`src/rtl/gpio_display_io.sv`:
```
// Board-side GPIO peer: debounced switches into gpio_in, gpio_out shown in decimal on eight 7-seg displays.
// Optional leading-zero blanking when GPIO_IO_BLANK_EN is defined.
module gpio_display_io #(
  parameter int unsigned DEBOUNCE_CYCLES = 50000
) (
  input  logic        clk,
  input  logic        rst,
  input  logic [17:0] sw,
  input  logic [31:0] gpio_out,
  output logic [31:0] gpio_in,
  output logic [6:0]  hex0,
  output logic [6:0]  hex1,
  output logic [6:0]  hex2,
  output logic [6:0]  hex3,
  output logic [6:0]  hex4,
  output logic [6:0]  hex5,
  output logic [6:0]  hex6,
  output logic [6:0]  hex7,
  output logic        busy
);

  localparam int unsigned SW_W   = 18;
  localparam int unsigned CNT_W  = (DEBOUNCE_CYCLES > 1) ? $clog2(DEBOUNCE_CYCLES) : 1;
  localparam int unsigned BIN_W  = 32;
  localparam int unsigned BCD_W  = 40;
  localparam int unsigned SR_W   = BIN_W + BCD_W;
  localparam int unsigned ITER_W = 6;
  localparam int unsigned NDIG   = 10;
  localparam int unsigned NHEX   = 8;

  localparam logic [CNT_W-1:0]  TICK_TOP  = CNT_W'(DEBOUNCE_CYCLES - 1);
  localparam logic [ITER_W-1:0] ITER_LAST = ITER_W'(BIN_W - 1);
  localparam logic [6:0] SEG_0     = 7'h40;
  localparam logic [6:0] SEG_BLANK = 7'h7F;
  localparam logic [6:0] SEG_DASH  = 7'h3F;
`ifdef GPIO_IO_BLANK_EN
  localparam logic [NHEX-1:0][6:0] HEX_RESET = {{(NHEX-1){SEG_BLANK}}, SEG_0};
`else
  localparam logic [NHEX-1:0][6:0] HEX_RESET = {NHEX{SEG_0}};
`endif

  typedef enum logic [1:0] {S_IDLE, S_CONVERT, S_LOAD} state_t;

  function automatic logic [6:0] seg7(input logic [3:0] d);
    case (d)
      4'd0:    seg7 = 7'h40;
      4'd1:    seg7 = 7'h79;
      4'd2:    seg7 = 7'h24;
      4'd3:    seg7 = 7'h30;
      4'd4:    seg7 = 7'h19;
      4'd5:    seg7 = 7'h12;
      4'd6:    seg7 = 7'h02;
      4'd7:    seg7 = 7'h78;
      4'd8:    seg7 = 7'h00;
      4'd9:    seg7 = 7'h10;
      default: seg7 = SEG_BLANK;
    endcase
  endfunction

  logic [SW_W-1:0]  r_sync1, r_sync2, r_samp, r_stable;
  logic [CNT_W-1:0] r_tick_cnt;
  logic             w_tick;
  logic [SW_W-1:0]  w_agree;

  state_t           r_state, w_next_state;
  logic             w_start;
  logic [BIN_W-1:0] r_value;
  logic [SR_W-1:0]  r_shift, w_adj;
  logic [ITER_W-1:0] r_iter;
  logic             r_busy;
  logic [BCD_W-1:0] w_bcd;
  logic [NHEX-1:0][6:0] r_hex, w_hex;
`ifdef GPIO_IO_BLANK_EN
  logic             w_nz;
`endif

  assign w_tick  = (r_tick_cnt == TICK_TOP);
  assign w_agree = ~(r_sync2 ^ r_samp);

  // Synchronizer, shared tick, and two-tick agreement filter
  always_ff @(posedge clk or negedge rst) begin
    if (!rst) begin
      r_sync1    <= '0;
      r_sync2    <= '0;
      r_samp     <= '0;
      r_stable   <= '0;
      r_tick_cnt <= '0;
    end else begin
      r_sync1 <= sw;
      r_sync2 <= r_sync1;
      if (w_tick) begin
        r_tick_cnt <= '0;
        r_samp     <= r_sync2;
        r_stable   <= (r_sync2 & w_agree) | (r_stable & ~w_agree);
      end else begin
        r_tick_cnt <= r_tick_cnt + CNT_W'(1);
      end
    end
  end

  assign gpio_in = {14'd0, r_stable};

  always_ff @(posedge clk or negedge rst) begin
    if (!rst) r_state <= S_IDLE;
    else      r_state <= w_next_state;
  end

  always_comb begin
    w_next_state = r_state;
    w_start      = 1'b0;
    case (r_state)
      S_IDLE: begin
        if (gpio_out != r_value) begin
          w_start      = 1'b1;
          w_next_state = S_CONVERT;
        end
      end
      S_CONVERT: if (r_iter == ITER_LAST) w_next_state = S_LOAD;
      S_LOAD:    w_next_state = S_IDLE;
      default:   w_next_state = S_IDLE;
    endcase
  end

  // Double-dabble correction: +3 on every BCD nibble >= 5 ahead of the shift
  always_comb begin
    w_adj = r_shift;
    for (int i = 0; i < NDIG; i++) begin
      if (r_shift[BIN_W + 4*i +: 4] >= 4'd5)
        w_adj[BIN_W + 4*i +: 4] = r_shift[BIN_W + 4*i +: 4] + 4'd3;
    end
  end

  assign w_bcd = r_shift[SR_W-1:BIN_W];

  // Digit encode with overflow dashes and optional leading-zero blanking
  always_comb begin
    w_hex = '0;
`ifdef GPIO_IO_BLANK_EN
    w_nz  = 1'b0;
    for (int k = NHEX - 1; k >= 0; k--) begin
      w_nz     = w_nz | (w_bcd[k*4 +: 4] != 4'd0);
      w_hex[k] = (k == 0 || w_nz) ? seg7(w_bcd[k*4 +: 4]) : SEG_BLANK;
    end
`else
    for (int k = 0; k < NHEX; k++) w_hex[k] = seg7(w_bcd[k*4 +: 4]);
`endif
    if (|w_bcd[BCD_W-1:NHEX*4]) w_hex = {NHEX{SEG_DASH}};
  end

  always_ff @(posedge clk or negedge rst) begin
    if (!rst) begin
      r_value <= '0;
      r_shift <= '0;
      r_iter  <= '0;
      r_busy  <= 1'b0;
      r_hex   <= HEX_RESET;
    end else begin
      r_busy <= (w_next_state != S_IDLE);
      case (r_state)
        S_IDLE: begin
          if (w_start) begin
            r_value <= gpio_out;
            r_shift <= {{BCD_W{1'b0}}, gpio_out};
            r_iter  <= '0;
          end
        end
        S_CONVERT: begin
          r_shift <= w_adj << 1;
          r_iter  <= r_iter + ITER_W'(1);
        end
        S_LOAD:  r_hex <= w_hex;
        default: ;
      endcase
    end
  end

  assign busy = r_busy;
  assign hex0 = r_hex[0];
  assign hex1 = r_hex[1];
  assign hex2 = r_hex[2];
  assign hex3 = r_hex[3];
  assign hex4 = r_hex[4];
  assign hex5 = r_hex[5];
  assign hex6 = r_hex[6];
  assign hex7 = r_hex[7];

endmodule

```
`config.mk`:
```
export PLATFORM = sky130hd
export DESIGN_NAME = gpio_display_io
export DESIGN_NICKNAME = d
export VERILOG_FILES = /design/src/rtl/gpio_display_io.sv
export SDC_FILE = /design/constraint.sdc
export NUM_CORES = 1
export LEC_CHECK = 0
export CORE_AREA = 10 10 212 214
export CTS_CLUSTER_DIAMETER = 150
export DETAILED_ROUTE_END_ITERATION = 8
export DIE_AREA = 0 0 222 224
export MAX_ROUTING_LAYER = met4
export PLACE_DENSITY = 0.5
export SLEW_MARGIN = 20
export SYNTH_ARGS = -nofsm -noshare
export SYNTH_HDL_FRONTEND = slang
export SYNTH_SLANG_ARGS = --single-unit
```
`constraint.sdc`:
```
create_clock -name clk -period 2.6 [get_ports clk]
set_input_delay 0.26 -clock clk [delete_from_list [all_inputs] [get_ports clk]]
set_output_delay 0.26 -clock clk [all_outputs]
set_load 0.02 [all_outputs]
```
Word level (Yosys, flattened, before mapping) --
Memories as Yosys holds them, arrays and structs flattened. Index checks and enable logic that the tools add are counted.
Storage, ports and cells: register bits 257, memory bits (read-only) 896, output and inout bits 89, memories kept 8
Cells by class: add/subtract/negate cells 12, magnitude comparators 10, equal/unequal tests 6, multiplexer cells 21, bitwise logic cells 6, reductions and logical operators 6
Memories:
- (name not given) | words 16, bits a word 7, read ports 1, clocked after memory_dff 0, wr ports 0, line 45 | case (d)
- (name not given) | words 16, bits a word 7, read ports 1, clocked after memory_dff 0, wr ports 0, line 45
- (name not given) | words 16, bits a word 7, read ports 1, clocked after memory_dff 0, wr ports 0, line 45
- (name not given) | words 16, bits a word 7, read ports 1, clocked after memory_dff 0, wr ports 0, line 45
- (name not given) | words 16, bits a word 7, read ports 1, clocked after memory_dff 0, wr ports 0, line 45
- (name not given) | words 16, bits a word 7, read ports 1, clocked after memory_dff 0, wr ports 0, line 45
- 2 more memories
Operators with widths (number):
- 72-bit one-hot mux with 2 select lines | 1
- 72-bit two-way mux | 1
- 56-bit two-way mux | 1
- 4-bit by 3-bit >= comparator with 1-bit output, second input constant | 10
- 4-bit by 2-bit adder with 4-bit output, second input constant | 9
- 18-bit bitwise AND | 2
- 4-bit two-way mux | 9
- 18-bit inverter | 2
- 32-bit != test | 1
- 18-bit OR | 1
- 18-bit XOR | 1
- 16-bit by 1-bit adder with 16-bit output, second input constant | 1
- 16-bit equality test, second input constant | 1
- 16-bit two-way mux | 1
- 6-bit one-hot mux with 2 select lines | 1
- 8-bit OR reduction | 1
- 6-bit by 1-bit adder with 6-bit output, second input constant | 1
- 6-bit by 5-bit equality test with 1-bit output, second input constant | 1
- 6-bit two-way mux | 1
- 2-bit two-way mux | 2
- 2-bit one-hot mux with 2 select lines | 1
- 2-bit AND reduction | 2
- 2-bit nonzero test | 2
- 3-bit by 2-bit adder with 3-bit output, second input constant | 1
- other kinds (6) | 7

Depth between registers and ports, before layout --
Gate-level depths: netlist (run 1).
word-level depth 5, mapped depth 8

Worst setup path after synthesis (run 1) --
OpenSTA, ideal clock, no wires.
path kind reg2reg, start point register r_value[8], end point register r_shift[1], library setup time 126 ps, data arrival time 1821 ps, setup slack 653 ps, cell stages (with the launch flop) 8, path buffers 2, cell sequence dfrtp_1 > xor2_1 > nor4_1 > nand4_1 > o21a_1 > buf_6 > buf_6 > a221o_1
On the way: longest elaborated chain between the ends 5
Ends and longest elaborated chain:
- start: declaration | line 67 | logic [BIN_W-1:0] r_value;
- start signal: assignment | line 162 | r_value <= gpio_out;
- 32-bit != test | line 113 | if (gpio_out != r_value) begin
- 1-bit two-way mux | line 113
- 1-bit two-way mux | line 111 | case (r_state)
- 2-bit != test (no source line)
- 2-bit AND reduction (no source line)
- end signal: assignment | line 163 | r_shift <= {{BCD_W{1'b0}}, gpio_out};
- end signal: assignment | line 168 | r_shift <= w_adj << 1;
- end: declaration | line 68 | logic [SR_W-1:0] r_shift, w_adj;
Every way passes these cells. A chain may end at the register's enable or synchronous reset.

Final worst setup path (run 1) --
start point register r_value[31], end point register r_shift[23]
Same word-level chain as after synthesis.

==> flow_metrics.py, run 1 <==
metrics = {
    "global_route": {
        "grt_pass1_vias": 8887,
        "grt_max_degree": 77,
        "grt_pass1_wl_um": 47400,
        "grtUsageTotal_pct": 11.6,
        "grt_antenna_before_repair": 0,
        "grt-ovfl-total": 0,
    },
    "synth": {
        "synth_edf_count": 0,
        "synth_compound_area_share_pct": 17.1,
        "synth-seq-cells": 257,
        "yosys.area_share.simple_pct": 11.5,
        "synthFlopType": "dfrtp_1",
        "synth_top_family_by_area": "compound AO/OA/AOI/OAI gates",
        "synth-adder-area-share_pct": 4.87,
        "syn_area_um2": 12100,
        "synth_xor_area_share_pct": 4.64,
        "async_flop_share_pct": 100,
        "ys_seq_area_share_pct": 53.3,
        "synth_cell_types": 48,
        "synthMuxAreaShare_pct": 3.41,
        "syn_inst": 1181,
        "avgSynthCellArea_um2": 10.2,
        "synth_warnings": 0,
    },
    "detailed_routing": {
        "wl_per_cell_um": 15.5,
        "postRouteAntennaNets": 0,
        "viasPerCell": 4.76,
        "firstDrtPassIters": 4,
        "drc_errors": 0,
        "wl_um": 28900,
        "drt-initial-drc-count": 468,
        "num_vias": 8857,
    },
    "sta": {
        "final.setup.tns_ps": 0,
        "final_hold_viol_count": 0,
        "whs_ps": 126,
        "post-route-period-util_pct": 84.6,
        "fmax_mhz": 455,
        "setup_violations": 0,
        "tightest_slew_ps": 734,
        "drv_slew": 0,
        "finalCriticalPeriod_ps": 2200,
        "relSlewSlack_pct": 51.0,
        "skew_ps": 17.9,
        "rsz0062_at_grt": "no",
    },
    "power": {
        "irDropWorstVdd_v": 0.000476,
        "p_leak_uw": 0.00614,
        "fin_total_pwr_uw": 8800,
        "p_per_area_nw_per_um2": 583,
    },
    "cells_and_area": {
        "stdcell_count": 1862,
        "final_area_um2": 15100,
        "antennaDiodeCount": 0,
        "final_net_count": 1404,
        "drive_gt1_share_pct": 9.77,
        "syn_to_final_growth_pct": 24.9,
    },
    "setup_path": {
        "critPathTopFamily": "simple AND/OR/NAND/NOR gates",
        "critical_path_class": "reg2reg",
        "crit_path_end_kind": "flip-flop",
        "critPathMaxFanout": 35,
        "worst-endpoint-required_ps": 3040,
        "crit_path_top_delay_cell": "nor4_1",
        "cpPeakStageDelay_ps": 410,
        "path_buf_inv": 1,
        "path_cells": "xor2_1 -> nor4_1 -> nand4_1 -> o21a_4 -> buf_12 -> a221o_1",
        "cp.arrival_ps": 2640,
        "startpoint_type": "flip-flop",
    },
    "cts": {
        "clock_latency_ps": 580,
        "cts_tree": "built",
        "cts_buffers": 31,
        "clk_pin_slew_ps": 60,
        "htree_levels": 1,
        "cts.path.max_buffers": 3,
        "cts_root_buf": "clkbuf_16",
        "cts_resized": 0,
        "clock_sinks": 257,
    },
    "placed_design": {
        "post_dp_cell_area_um2": 14000,
        "io_buffers": 126,
        "routabilityCongestion": 0.784,
        "place_inst": 1803,
        "hpwl_um": 19500,
    },
    "hold_path": {
        "hp-class": "in2reg",
    },
    "die": {
        "core_area_um2": 40600,
        "die_area_um2": 49700,
        "die_h_um": 224,
        "top_level_ports": 141,
        "core.rowCount": 74,
        "start_util_pct": 29.8,
        "die_x_um": 222,
    },
    "flow_run": {
        "maxCapViolations": 0,
    },
    "run_status": {
        "status": "completed",
    },
}
[final cells by class]
type,instances,area (um^2)
Clock inverter,8,111
Multi-Input combinational cell,798,5090
Inverter,58,218
Clock buffer,50,927
Sequential cell,257,6440
Tap cell,532,666
Timing Repair Buffer,159,1630
Fill cell,4066,25500
[worst reg2reg max path, delay by kind of cell (launching register included)]
family / cells / cell delay (ps)
AO/OA/AOI/OAI: 2 / 670
XOR/XNOR: 1 / 170
buffers and inverters: 1 / 170
flip-flops: 1 / 400
AND/OR/NAND/NOR: 2 / 670
[routing by layer]
metal  share of wire [%]  GRT usage [%]  vias up
li1                    -              -     4336
met1                  46           14.5     4355
met2                  48           19.0      128
met3                 3.8           1.85       38
met4                 1.8           3.27        0
met5                   0              -        -
[cell families after synthesis]
group | after synthesis
mux | 37
simple gates | 298
compound gates | 338
xor+xnor | 64
other cells | 1
buf+inv | 139
flops | 257
fa+ha+maj | 47
[cells in the mapped netlist (5+ instances only)]
| library cell | n | area (um^2) |
|---|---|---|
| a21oi_1 | 96 | 480 |
| a221o_1 | 31 | 310 |
| a31oi_1 | 19 | 119 |
| and2_1 | 37 | 231 |
| and3_1 | 5 | 31.3 |
| buf_2 | 5 | 25.0 |
| buf_4 | 14 | 105 |
| buf_6 | 5 | 56.3 |
| clkbuf_1 | 57 | 214 |
| dfrtp_1 | 249 | 6230 |
| dfstp_2 | 8 | 210 |
| ha_1 | 47 | 588 |
| inv_1 | 58 | 218 |
| mux2_2 | 33 | 372 |
| nand2_1 | 105 | 394 |
| nand2b_1 | 15 | 93.8 |
| nand3_1 | 15 | 75.1 |
| nor2_1 | 86 | 323 |
| nor3_1 | 7 | 35.0 |
| nor3b_1 | 6 | 45.0 |
| nor4_1 | 9 | 56.3 |
| o211ai_1 | 5 | 37.5 |
| o21a_1 | 9 | 67.6 |
| o21ai_0 | 112 | 561 |
| o22ai_1 | 32 | 200 |
| o31ai_1 | 10 | 75.1 |
| o32ai_1 | 6 | 52.6 |
| xnor2_1 | 22 | 193 |
| xor2_1 | 42 | 368 |
[cells in the final DEF (no fill, tap or decap), types with 37 or more instances in the layout]
cell type and count:
and2_1 37, clkdlybuf4s50_1 125, xor2_1 42, dfrtp_1 249, nor2_1 85, a21oi_1 96
nand2_1 104, o21ai_0 112, inv_1 58, ha_1 47
[what timing repair did]
item                      in CTS  in global routing
setup buffers                  0                  0
hold buffers                   1                  0
hold endpoints to repair      67                  0
[state kept, by name, summed over array words and instances, names as in the netlist, 16 cells and up, named ones only]
name	cells
r_sync2	18
r_shift	72
r_tick_cnt	16
r_samp	18
r_sync1	18
r_value	32
[per-stage QoR]
stage          setup slack, ps  util [%]
2_1_floorplan              653         -
3_3_place_gp              67.0      34.6
3_5_place_dp              53.4      34.6
4_1_cts                    360      37.2
5_1_grt                    231      37.2
6_report                   400      37.2
[final timing paths]
check                                  from          end  slack (ps)  depth (start not counted)
min in group asynchronous               rst  r_shift[52]         260                          2
worst min register to register  r_sync1[16]  r_sync2[16]         350                          0
worst max-delay path            r_value[31]  r_shift[23]         400                          6
max in group asynchronous               rst  r_shift[23]        1530                          3
worst max register to register  r_value[31]  r_shift[23]         400                          6
worst min-delay path                 sw[12]  r_sync1[12]         130                          1
[where the power goes]
group          switching (uW)  internal (uW)
logic                     180            161
registers                44.9           4080
clock network            1700           2630
Power figures use the tool's default switching activity.
==> run 2: changes to the inputs <==
Settings changed: PLACE_DENSITY 0.5 to 0.51.
Clock period 2.6 ns to 2 ns, I/O delays scaled along.
==> run 2 against run 1 <==
Against the previous run: the run now ends with setup timing left; fmax up 1.7%; core utilization up 2.9 points; final cell count up 3.7%; wire length up 6.5%; via count up 4.3%; sequential power up 30%; register-to-register slack worse by 560 ps; first-iteration DRC count up 19%; critical endpoint is now r_shift[13]; largest power group unchanged.
==> flow_metrics.py, run 2 (synthesis results as in run 1) <==
metrics = {
    "run_status": {
        "status": "finished, violations left",
        "violations": "setup timing",
    },
    "placed_design": {
        "io_buffers": 126,
        "hpwl_um": 20000,
        "place_ws_ps": -480,
        "routabilityCongestion": 0.784,
    },
    "cells_and_area": {
        "largest-register": "r_shift",
        "drive_gt1_share_pct": 17.5,
        "reg_top3": "r_shift (72), r_value (32)",
        "antennaDiodeCount": 0,
        "final_common_cell": "dfrtp_1",
        "syn_to_final_growth_pct": 34.6,
        "final_net_count": 1471,
        "final_cell_mix": "249 x dfrtp_1, 125 x clkdlybuf4s50_1, 107 x o21ai_0",
        "largest_register_ffs": 72,
    },
    "sta": {
        "relSlewSlack_pct": 64.8,
        "finalCriticalPeriod_ps": 2160,
        "post-route-period-util_pct": 108,
        "tightest_slew_ps": 528,
        "drv_slew": 0,
        "final_hold_viol_count": 0,
        "setup_violations": 106,
        "skew_ps": 22.1,
        "fmax_mhz": 462,
        "rsz0062_at_grt": "yes",
        "setup_slack_ps": -163,
    },
    "detailed_routing": {
        "num_vias": 9237,
        "drc_errors": 0,
        "wl_per_cell_um": 16.0,
        "firstDrtPassIters": 4,
        "drt-initial-drc-count": 559,
        "wl_um": 30800,
        "viasPerCell": 4.79,
        "postRouteAntennaNets": 0,
    },
    "setup_path": {
        "path_cells": "xor2_1 -> nor4_2 -> buf_4 -> nand4_1 -> o21a_4 -> buf_12 -> a221o_1",
        "critical_path_class": "reg2reg",
        "startpoint_type": "flip-flop",
        "critPathMaxFanout": 21,
        "path_buf_inv": 2,
        "worst-endpoint-required_ps": 2410,
        "cpPeakStageDelay_ps": 400,
        "cp.arrival_ps": 2570,
        "crit_path_end_kind": "flip-flop",
        "critPathTopFamily": "compound AO/OA/AOI/OAI gates",
        "crit_path_top_delay_cell": "dfrtp_1",
    },
    "power": {
        "switching_share_pct": 22.7,
        "p_per_area_nw_per_um2": 743,
        "combinationalPowerShare_pct": 4.2,
        "p_int_uw": 9340,
        "irDropWorstVdd_v": 0.000399,
        "fin_total_pwr_uw": 12100,
        "pwr-share-clk_pct": 51.4,
        "power.switching_uw": 2740,
        "pwr-share-seq_pct": 44.5,
        "p_leak_uw": 0.00673,
    },
    "global_route": {
        "grt-ovfl-total": 0,
        "grtUsageTotal_pct": 12.1,
        "grt_pass1_vias": 9375,
        "grt_pass1_wl_um": 49100,
        "grt_max_degree": 77,
        "grt_antenna_before_repair": 0,
    },
    "cts": {
        "clock_latency_ps": 550,
        "cts_buffers": 34,
        "htree_levels": 2,
        "clk_pin_slew_ps": 60,
        "cts_tree": "built",
        "cts_root_buf": "clkbuf_16",
        "clock_sinks": 257,
        "cts.path.max_buffers": 3,
    },
    "die": {
        "core_area_um2": 40600,
        "core.rowCount": 74,
        "die_area_um2": 49700,
        "start_util_pct": 29.8,
        "die_x_um": 222,
        "die_h_um": 224,
        "top_level_ports": 141,
    },
    "flow_run": {
        "maxCapViolations": 0,
    },
    "hold_path": {
        "hp-class": "in2reg",
    },
}
run 2: worst register-to-register path, stage by stage, from the launching register on:
cell,delay (ps)
dfrtp_1,400
xor2_1,160
nor4_2,300
buf_4,150
nand4_1,160
o21a_4,340
buf_12,180
a221o_1,360
run 2: area by class of cell:
| cell class | count | area [um^2] |
|---|---|---|
| multi-input cells | 798 | 5420 |
| flip-flops and latches | 257 | 6440 |
| repair buffers | 223 | 2360 |
| inverters | 58 | 218 |
| clock buffers | 49 | 997 |
| fillers | 4019 | 24300 |
| well taps | 532 | 666 |
| clock inverters | 13 | 163 |
run 2: power groups by stage:
stage | logic (uW) | clock network, uW | registers (uW)
finish | 503 | 6200 | 5370
global route | 559 | 6630 | 5380
CTS | 512 | 6420 | 5370
detailed placement | 505 | 0 | 5450
global placement | 503 | 0 | 5460
floorplan | 175 | 0 | 5440
run 2: stage by stage:
step | cell area (um^2) | instances | hold WS [ps] | TNS (ps) | utilization [%]
finish | 16300 | 1930 | 90.7 | -8930 | 40.1
global route | 16300 | 1930 | 63.9 | -22350 | 40.1
CTS | 15800 | 1920 | 50.5 | -9950 | 39.0
detailed placement | 14500 | 1854 | 194 | -46080 | 35.7
global placement | 14500 | 1854 | 198 | -48150 | 35.7
floorplan | 12100 | 1194 | -95.6 | 0 | -
run 2: timing repair:
item	4_1_cts	5_1_grt
gates cloned	2	8
pin swaps	2	8
endpoints found under the setup margin	112	126
hold buffers	1	0
resized for setup	26	38
buffers inserted	1	2
hold endpoints to repair	54	0
run 2: layer usage:
metal | track usage, % | wire length, um | up-vias
li1 | - | - | 4484
met1 | 15.1 | 14600 | 4563
met2 | 18.9 | 14300 | 143
met3 | 2.54 | 1200 | 47
met4 | 4.41 | 723 | 0
met5 | - | 0 | -
run 2: path summary, 6_finish.rpt:
path	start	end	slack, ps	depth (start not counted)
setup / recovery	r_value[15]	r_shift[13]	-160	7
setup reg to reg	r_value[15]	r_shift[13]	-160	7
max in group asynchronous	rst	hex0[6]	1130	3
min in group asynchronous	rst	r_sync2[16]	200	2
hold / removal	sw[1]	r_sync1[1]	90	1
hold reg to reg	r_sync1[15]	r_sync2[15]	340	0
